`config.mk`:
```
export PLATFORM = sky130hd
export DESIGN_NAME = mant_norm_round24
export DESIGN_NICKNAME = d
export VERILOG_FILES = /design/src/rtl/mant_norm_round24.sv
export SDC_FILE = /design/constraint.sdc
export NUM_CORES = 1
export LEC_CHECK = 0
export ABC_AREA = 1
export BUFFER_PORTS_ARGS = -buffer_cell sky130_fd_sc_hd__buf_2
export CAP_MARGIN = 10
export CORE_ASPECT_RATIO = 1.1
export CORE_MARGIN = 2
export CORE_UTILIZATION = 39
export DETAILED_ROUTE_END_ITERATION = 16
export HOLD_SLACK_MARGIN = 0.08
export PLACE_DENSITY = 0.59
export SLEW_MARGIN = 20
export SYNTH_ARGS = -nofsm -noshare
export SYNTH_HDL_FRONTEND = slang
export SYNTH_SLANG_ARGS = --single-unit
```
`constraint.sdc`:
```
create_clock -name clk -period 6.82 [get_ports clk]
set_clock_uncertainty 0.15 [all_clocks]
set_input_delay 1.364 -clock clk [delete_from_list [all_inputs] [get_ports clk]]
set_output_delay 1.364 -clock clk [all_outputs]
set_load 0.02 [all_outputs]
```
`src/rtl/mant_norm_round24.sv`:
```
// Two-stage normalize and round-to-nearest-even for the 24-bit multiplier product, valid/ready on both sides.
// Optional exponent saturation with underflow/overflow flags: define MANT_NORM_SAT_EN.
module mant_norm_round24 #(
    parameter int INWRDLEN  = 24,
    parameter int OPWRDLEN  = 16,
    parameter int EXPWRDLEN = 8
) (
    input  logic                 clk,
    input  logic                 rst,
    input  logic                 in_valid,
    output logic                 in_ready,
    input  logic [INWRDLEN-1:0]  in_mant,
    input  logic [EXPWRDLEN-1:0] in_exp,
    output logic                 out_valid,
    input  logic                 out_ready,
    output logic [OPWRDLEN-1:0]  out_mant,
    output logic [EXPWRDLEN-1:0] out_exp,
    output logic                 out_zero,
    output logic                 out_unf,
    output logic                 out_ovf
);
    localparam int LZW    = $clog2(INWRDLEN + 1);
    localparam int GRDBIT = INWRDLEN - OPWRDLEN - 1;

    logic                 r_s1Valid;
    logic [INWRDLEN-1:0]  r_s1Norm;
    logic [LZW-1:0]       r_s1Lz;
    logic [EXPWRDLEN-1:0] r_s1Exp;
    logic                 r_s1Zero;

    logic                 r_s2Valid;
    logic [OPWRDLEN-1:0]  r_outMant;
    logic [EXPWRDLEN-1:0] r_outExp;
    logic                 r_outZero;

    logic                 w_s2Load;
    logic                 w_accept;
    logic [LZW-1:0]       w_lz;
    logic [OPWRDLEN-1:0]  w_top;
    logic                 w_guard;
    logic                 w_sticky;
    logic                 w_roundUp;
    logic [OPWRDLEN:0]    w_sum;
    logic                 w_carry;
    logic [OPWRDLEN-1:0]  w_rndMant;
    logic [OPWRDLEN-1:0]  w_mant;
    logic [EXPWRDLEN-1:0] w_exp;

    assign w_s2Load = !r_s2Valid || out_ready;
    assign in_ready = !r_s1Valid || w_s2Load;
    assign w_accept = in_valid && in_ready;

    // The highest set bit is scanned last, so it wins; an all-zero input keeps lz = INWRDLEN.
    always_comb begin
        w_lz = LZW'(INWRDLEN);
        for (int i = 0; i < INWRDLEN; i++) begin
            if (in_mant[i]) w_lz = LZW'(INWRDLEN - 1 - i);
        end
    end

    always_ff @(posedge clk) begin
        if (rst) begin
            r_s1Valid <= 1'b0;
            r_s1Norm  <= '0;
            r_s1Lz    <= '0;
            r_s1Exp   <= '0;
            r_s1Zero  <= 1'b0;
        end else if (w_accept) begin
            r_s1Valid <= 1'b1;
            r_s1Norm  <= in_mant << w_lz;
            r_s1Lz    <= w_lz;
            r_s1Exp   <= in_exp;
            r_s1Zero  <= (in_mant == '0);
        end else if (w_s2Load) begin
            r_s1Valid <= 1'b0;
        end
    end

    assign w_top     = r_s1Norm[INWRDLEN-1 -: OPWRDLEN];
    assign w_guard   = r_s1Norm[GRDBIT];
    assign w_sticky  = |r_s1Norm[GRDBIT-1:0];
    assign w_roundUp = w_guard && (w_sticky || w_top[0]);
    assign w_sum     = {1'b0, w_top} + {{OPWRDLEN{1'b0}}, w_roundUp};
    assign w_carry   = w_sum[OPWRDLEN];
    // A carry out means the mantissa rolled to 1.000..., which renormalizes to the MSB alone.
    assign w_rndMant = w_carry ? {1'b1, {(OPWRDLEN-1){1'b0}}} : w_sum[OPWRDLEN-1:0];

`ifdef MANT_NORM_SAT_EN
    logic [EXPWRDLEN+1:0] w_eWide;
    logic                 w_unf;
    logic                 w_ovf;
    logic                 r_outUnf;
    logic                 r_outOvf;

    // Two extra bits: the top one is the sign (underflow), the next one flags e above the exponent range.
    assign w_eWide = {2'b00, r_s1Exp}
                   - {{(EXPWRDLEN+2-LZW){1'b0}}, r_s1Lz}
                   + {{(EXPWRDLEN+1){1'b0}}, w_carry};
    assign w_unf = w_eWide[EXPWRDLEN+1];
    assign w_ovf = !w_unf && w_eWide[EXPWRDLEN];

    always_comb begin
        w_mant = w_rndMant;
        w_exp  = w_eWide[EXPWRDLEN-1:0];
        if (w_unf) begin
            w_mant = '0;
            w_exp  = '0;
        end else if (w_ovf) begin
            w_mant = {1'b1, {(OPWRDLEN-1){1'b0}}};
            w_exp  = '1;
        end
    end

    always_ff @(posedge clk) begin
        if (rst) begin
            r_outUnf <= 1'b0;
            r_outOvf <= 1'b0;
        end else if (w_s2Load && r_s1Valid) begin
            r_outUnf <= !r_s1Zero && w_unf;
            r_outOvf <= !r_s1Zero && w_ovf;
        end
    end

    assign out_unf = r_outUnf;
    assign out_ovf = r_outOvf;
`else
    assign w_mant  = w_rndMant;
    assign w_exp   = r_s1Exp - EXPWRDLEN'(r_s1Lz) + EXPWRDLEN'(w_carry);
    assign out_unf = 1'b0;
    assign out_ovf = 1'b0;
`endif

    always_ff @(posedge clk) begin
        if (rst) begin
            r_s2Valid <= 1'b0;
            r_outMant <= '0;
            r_outExp  <= '0;
            r_outZero <= 1'b0;
        end else if (w_s2Load) begin
            r_s2Valid <= r_s1Valid;
            if (r_s1Valid) begin
                r_outZero <= r_s1Zero;
                r_outMant <= r_s1Zero ? '0 : w_mant;
                r_outExp  <= r_s1Zero ? '0 : w_exp;
            end
        end
    end

    assign out_valid = r_s2Valid;
    assign out_mant  = r_outMant;
    assign out_exp   = r_outExp;
    assign out_zero  = r_outZero;
endmodule

```
==> results of run 1 <==
==> worst min-delay path, stage by stage (launching register included) <==
cell and delay [ns]:
dfxtp_1 0.30, nand2_1 0.06, a21oi_1 0.05
==> per-layer routing <==
layer,GRT usage,wire (µm),vias to the layer above,part of all wire
met5,0,0,-,0
met4,0.0763,231,0,0.019
met3,0.0253,524,18,0.044
met2,0.320,5300,119,0.44
met1,0.274,5860,2144,0.49
li1,-,-,2443,-
==> cells in the final DEF, fill, tap and decap left out, types with 7 or more instances in the layout <==
cell type,count
nor2_1,72
nand3_1,119
nand4_1,10
xor2_1,7
ha_1,13
clkbuf_16,9
a21oi_1,64
inv_1,75
buf_2,62
o21ai_0,21
dfxtp_1,65
nand2_1,193
==> sequential cells by signal, summed over array words and instances (netlist names) <==
signal     flops
out_exp        8
out_mant      16
out_valid      1
out_zero       1
r_s1Exp        8
r_s1Lz         5
r_s1Norm      24
r_s1Valid      1
r_s1Zero       1
==> metrics by stage <==
step	cells	hold slack [ns]	setup WS, ns
after floorplan	724	0.290	3.31
after global placement	900	0.300	2.31
after detailed placement	900	0.301	2.27
after CTS	916	0.312	2.61
after global routing	916	0.323	2.09
final	916	0.309	2.60
==> power breakdown <==
| part | internal (mW) | switching [mW] | total, mW |
|---|---|---|---|
| Combinational | 0.0844 | 0.167 | 0.251 |
| Sequential | 0.405 | 0.0160 | 0.421 |
| Clock | 0.291 | 0.166 | 0.457 |
==> worst max path at each step <==
stage	startpoint	to	slack, ns
2_1_floorplan	r_s1Norm[8]	out_exp[6]	3.31
3_3_place_gp	in_mant[3]	r_s1Norm[22]	2.31
3_5_place_dp	in_mant[3]	r_s1Norm[22]	2.27
4_1_cts	in_mant[3]	r_s1Norm[22]	2.61
5_1_grt	r_s1Norm[8]	out_exp[6]	2.09
6_report	in_mant[3]	r_s1Norm[20]	2.60
==> cell families (layout without fill, tap and decap cells) <==
family | count (synthesis) | count (layout)
flip-flops | 65 | 65
buffers and inverters | 116 | 161
XOR/XNOR | 7 | 7
other | 1 | 2
AO/OA/AOI/OAI | 103 | 103
AND/OR/NAND/NOR | 417 | 417
adder cells (fa/ha/maj) | 14 | 14
==> area by class of cell <==
class                   instances  area (µm²)  share of cell area
clock buffers                  11         243              0.0480
well taps                     147         184              0.0363
clock inverters                 5        55.1              0.0109
multi-input cells             543        2650               0.523
repair buffers                 65         333              0.0658
inverters                      80         300              0.0593
flip-flops and latches         65        1300               0.257
==> qor.csv, run 1 <==
stage,metric,value,unit
status,status,completed,
critical_path,max_stage_delay,0.61,ns
detailed_routing,wirelength,11900,µm
global_route,grt_first_pass_wirelength,19900,µm
global_route,track_usage,0.199,
final_layout,drive_above_1_share,0.127,
critical_path,r2r-start,r_s1Norm[7],
yosys,synth_ff_type,dfxtp_1,
yosys,yosysWarnings,0,
yosys,ys_top_cells_by_count,"nand2_1 (193), nand3_1 (119), inv_1 (75)",
critical_path,worstPathCellList,buf_2 > inv_1 > a311oi_1 > o31ai_1 > nand2_1 > nand2_1 > nand2_1 > nand2_1 > nand2_1 > a31oi_4 > inv_1 > nand3_1 > nand3_1 > nand2_1 > nand3_1 > nand2_1 > nor2_1 > nor2_1,
yosys,yosysUniqueCellTypes,43,
critical_path,startpoint_type,input port,
cts,cts_buffer_depth,2,
floorplanning,start_util,0.403,
critical_path,crit_path_max_fanout,27,
timing,setup_viol_count_final,0,
timing,fin_tns_setup,0,ns
critical_path,required,6.93,ns
timing,rsz0062_at_grt,false,
floorplanning,dieArea,0.0122,mm²
timing,slew_viol_final,0,
detailed_routing,drt_iter0_markers,352,
floorplanning,dieHeight,116,µm
yosys,synth_top_cell_by_area,dfxtp_1,
power_and_ir_drop,p_total,1.13,mW
final_layout,num-fill-cells,1223,
cts,post_cts_buffers,0,
cts,cts_made_buffers,9,
floorplanning,coreArea,0.0110,mm²
yosys,synth_fa_ha_area_frac,0.0412,
detailed_routing,avgRoutedWirePerCell,13.0,µm
placed_design,hpwl,8780,µm
critical_path,cp-end-kind,flip-flop,
placed_design,placed_cell_area,0.00476,mm²
final_layout,nNetsFinal,814,
hold_path,hold_path_end,out_mant[1],
cts,cts_tree,yes,
detailed_routing,dr.pass1.iters,4,
timing,fmax,237,MHz
cts,hold_buffers,0,
power_and_ir_drop,power.density,223,mW/mm²
floorplanning,boundaryPins,65,
yosys,synth-seq-area-share,0.293,
floorplanning,die_x,106,µm
yosys,synth_edf_count,0,
critical_path,cp.arrival,4.32,ns
final_layout,fin_area,0.00506,mm²
cts,cts_resized,0,
global_route,grt_pass1_vias,4242,
yosys,synth_compound_area_frac,0.130,
hold_path,min_path_cells,2,
yosys,ys_top_cells_by_area,"dfxtp_1 (29%), nand2_1 (16%), nand3_1 (13%), a21oi_1 (7.2%), inv_1 (6.3%)",
critical_path,timing.rr.end,out_exp[6],
power_and_ir_drop,p_leak,2.42,nW
critical_path,critPathKind,in2reg,
power_and_ir_drop,peakVddDrop,0.120,mV
detailed_routing,vias,4724,
yosys,synth_top_area_frac,0.293,
detailed_routing,remaining_drc_errors,0,
critical_path,crit_path_top_delay_cell,a31oi_4,
yosys,synth-seq-cells,65,
critical_path,path_buf_inv,3,
timing,min_period,4.22,ns
yosys,synth_top_family_by_area,simple AND/OR/NAND/NOR gates,
detailed_routing,ant_nets,0,
final_layout,area_growth,14.1,%
critical_path,cp_common_cell,nand2_1,
global_route,grt_remaining_overflow,0,
hold_path,min_from,out_mant[1],
yosys,synth_cells,723,
placed_design,globalplace.congestion,0.841,
yosys,syn_area,0.00443,mm²
cts,h-tree-depth,3,
floorplanning,rows,40,
yosys,yosysMostFrequentCell,nand2_1,
detailed_routing,viasPerCell,5.16,
yosys,synth-simple-area-share,0.409,
critical_path,reg2reg_depth,27,
hold_path,hp-class,reg2reg,
timing,fin_crit_sh,0.618,
timing,worst_slew_pin_slew,1.01,ns
yosys,synth-xor-area-share,0.0138,
global_route,grt_max_degree,55,
final_layout,antenna_cells,0,
final_layout,post-route-util,0.460,
flow_run,max-cap-violations,0,
cts,cts.clk_slew.worst_paths,0.05,ns
yosys,syn_area_per_cell,6.13,µm²
yosys,synth.area.mux_share,0,
critical_path,rrSetupSlack,2.64,ns
global_route,antenna_found_initial,0,
critical_path,cp.depth,18,
cts,cts.sinks,65,
critical_path,cpLargestDelayFamily,simple AND/OR/NAND/NOR gates,
timing,slew_headroom,0.327,
timing,hold_viol_final,0,
cts,insertion_delay,0.33,ns
placed_design,portBuffers,62,
yosys,synth-async-reset-ratio,0,
cts,clock-root-buffer,clkbuf_16,
(Power assumes the default switching activity.)
==> run 2: changes to the inputs <==
==> constraint.sdc (replaced) <==
create_clock -name clk -period 4.1 [get_ports clk]
set_clock_uncertainty 0.15 [all_clocks]
set_input_delay 0.82 -clock clk [delete_from_list [all_inputs] [get_ports clk]]
set_output_delay 0.82 -clock clk [all_outputs]
set_load 0.02 [all_outputs]
==> run 2 against run 1 <==
Compared with the run above: via count shrank 0.47%; wire length shrank 1.1%; core utilization grew 1.5 points; combinational power grew 75%; global-route usage shrank 0.086 points; final cell count grew 1.2%; die area is the same; first-iteration DRC count shrank 40%; largest power group unchanged; highest routed layer unchanged.
==> qor.csv, run 2 (synthesis results as in run 1) <==
stage,metric,value,unit
final_layout,drive_above_1_share,0.164,
timing,worst_slew_pin_slew,0.733,ns
detailed_routing,dr.pass1.iters,5,
critical_path,crit_path_max_fanout,4,
placed_design,globalplace.congestion,0.867,
detailed_routing,drt_iter0_markers,211,
power_and_ir_drop,p_leak,2.49,nW
critical_path,max_stage_delay,0.37,ns
timing,setup_viol_count_final,0,
final_layout,largest_reg_flops,24,
global_route,antenna_found_initial,0,
final_layout,fin_area,0.00523,mm²
cts,h-tree-depth,3,
floorplanning,coreArea,0.0110,mm²
timing,hold_viol_final,0,
cts,cts.clk_slew.worst_paths,0.05,ns
placed_design,portBuffers,62,
global_route,grt_pass1_vias,4164,
placed_design,placed_cell_area,0.00482,mm²
hold_path,hp-class,reg2reg,
final_layout,post-route-util,0.475,
placed_design,post-place-cells,907,
floorplanning,rows,40,
cts,hold_buffers,0,
floorplanning,dieHeight,116,µm
final_layout,antenna_cells,0,
final_layout,area_growth,17.9,%
detailed_routing,vias,4702,
power_and_ir_drop,peakVddDrop,0.190,mV
floorplanning,dieArea,0.0122,mm²
final_layout,layout_commonest_cell,nand2_1,
timing,fmax,263,MHz
detailed_routing,avgRoutedWirePerCell,12.7,µm
placed_design,hpwl,8750,µm
cts,cts_buffer_depth,2,
detailed_routing,ant_nets,0,
critical_path,cp.arrival,3.91,ns
timing,min_period,3.80,ns
global_route,grt_remaining_overflow,0,
critical_path,cpLargestDelayFamily,simple AND/OR/NAND/NOR gates,
final_layout,top_register,r_s1Norm,
global_route,grt_first_pass_wirelength,19800,µm
cts,cts_tree,yes,
cts,clock-root-buffer,clkbuf_16,
critical_path,required,4.21,ns
critical_path,startpoint_type,flip-flop,
floorplanning,die_x,106,µm
critical_path,cp-end-kind,flip-flop,
critical_path,cp_common_cell,nor2_1,
power_and_ir_drop,p_total,1.89,mW
floorplanning,boundaryPins,65,
final_layout,nNetsFinal,826,
detailed_routing,remaining_drc_errors,0,
critical_path,path_buf_inv,4,
cts,cts.sinks,65,
timing,setup_slack,0.301,ns
detailed_routing,wirelength,11800,µm
final_layout,fin_cells,927,
global_route,track_usage,0.198,
status,status,completed,
global_route,grt_max_degree,43,
power_and_ir_drop,power.density,362,mW/mm²
flow_run,max-cap-violations,0,
detailed_routing,viasPerCell,5.07,
cts,insertion_delay,0.33,ns
final_layout,layout_common_cells,"nand2_1 (189), nand3_1 (118), inv_1 (72), nor2_1 (71), dfxtp_1 (63)",
placed_design,post-place-ws,0.135,ns
floorplanning,start_util,0.403,
critical_path,crit_path_top_delay_cell,fa_2,
final_layout,num-fill-cells,1200,
cts,cts_made_buffers,9,
timing,slew_viol_final,0,
timing,fin_crit_sh,0.927,
critical_path,critPathKind,reg2reg,
timing,slew_headroom,0.509,
-- run 2: worst register-to-register path, stage by stage, from the launching register on --
cell and delay [ns]:
dfxtp_2 0.34, nand2_2 0.07, inv_2 0.06, ha_4 0.12
nand2_2 0.05, inv_2 0.06, nand2_2 0.05, nor2_2 0.12
nand2_1 0.08, nor2_1 0.12, inv_1 0.09, nor3_2 0.20
nand2_2 0.12, nor3_4 0.22, nand2_1 0.10, ha_1 0.29
inv_2 0.04, ha_4 0.16, fa_2 0.37, a21oi_2 0.14
nor2_1 0.05, nor2_1 0.13, nor2_1 0.08, nor2_1 0.10
nor2_1 0.06, o21ai_1 0.14, nand3_2 0.08, a21oi_2 0.13
-- run 2: area by class of cell --
type / instances / area (µm²) / area share
multi-input combinational: 543 / 2720 / 0.520
clock buffer: 12 / 256 / 0.0491
tap: 147 / 184 / 0.0352
clock inverter: 3 / 40.0 / 0.00766
sequential: 65 / 1300 / 0.249
timing repair buffer: 77 / 423 / 0.0809
inverter: 80 / 300 / 0.0574
-- run 2: where the power goes --
| part | internal [mW] | total, mW | switching [mW] |
|---|---|---|---|
| Combinational | 0.156 | 0.440 | 0.284 |
| Clock | 0.497 | 0.752 | 0.255 |
| Sequential | 0.675 | 0.702 | 0.0273 |
-- run 2: path summary, 6_finish.rpt --
kind / endpoint / slack [ns] / startpoint / cells after the start
max: out_exp[6] / 0.30 / r_s1Norm[8] / 27
min: out_zero / 0.30 / out_zero / 2
max reg2reg: out_exp[6] / 0.30 / r_s1Norm[8] / 27
min reg2reg: out_zero / 0.30 / out_zero / 2
-- run 2: repair_timing --
| item | CTS | global route |
|---|---|---|
| setup endpoints to repair | 0 | 4 |
| gates resized for setup | 0 | 23 |
| setup buffers | 0 | 5 |
-- run 2: stage by stage --
stage	hold slack [ns]	setup TNS (ns)
floorplan	0.290	0
global placement	0.301	0
detailed placement	0.297	0
CTS	0.309	0
global route	0.327	-0.0806
finish	0.305	0
-- run 2: layer usage --
layer,share of wire,vias up,track usage
met2,0.45,128,0.316
met5,0,-,0
met1,0.48,2094,0.276
li1,-,2465,-
met3,0.052,15,0.0292
met4,0.017,0,0.0675
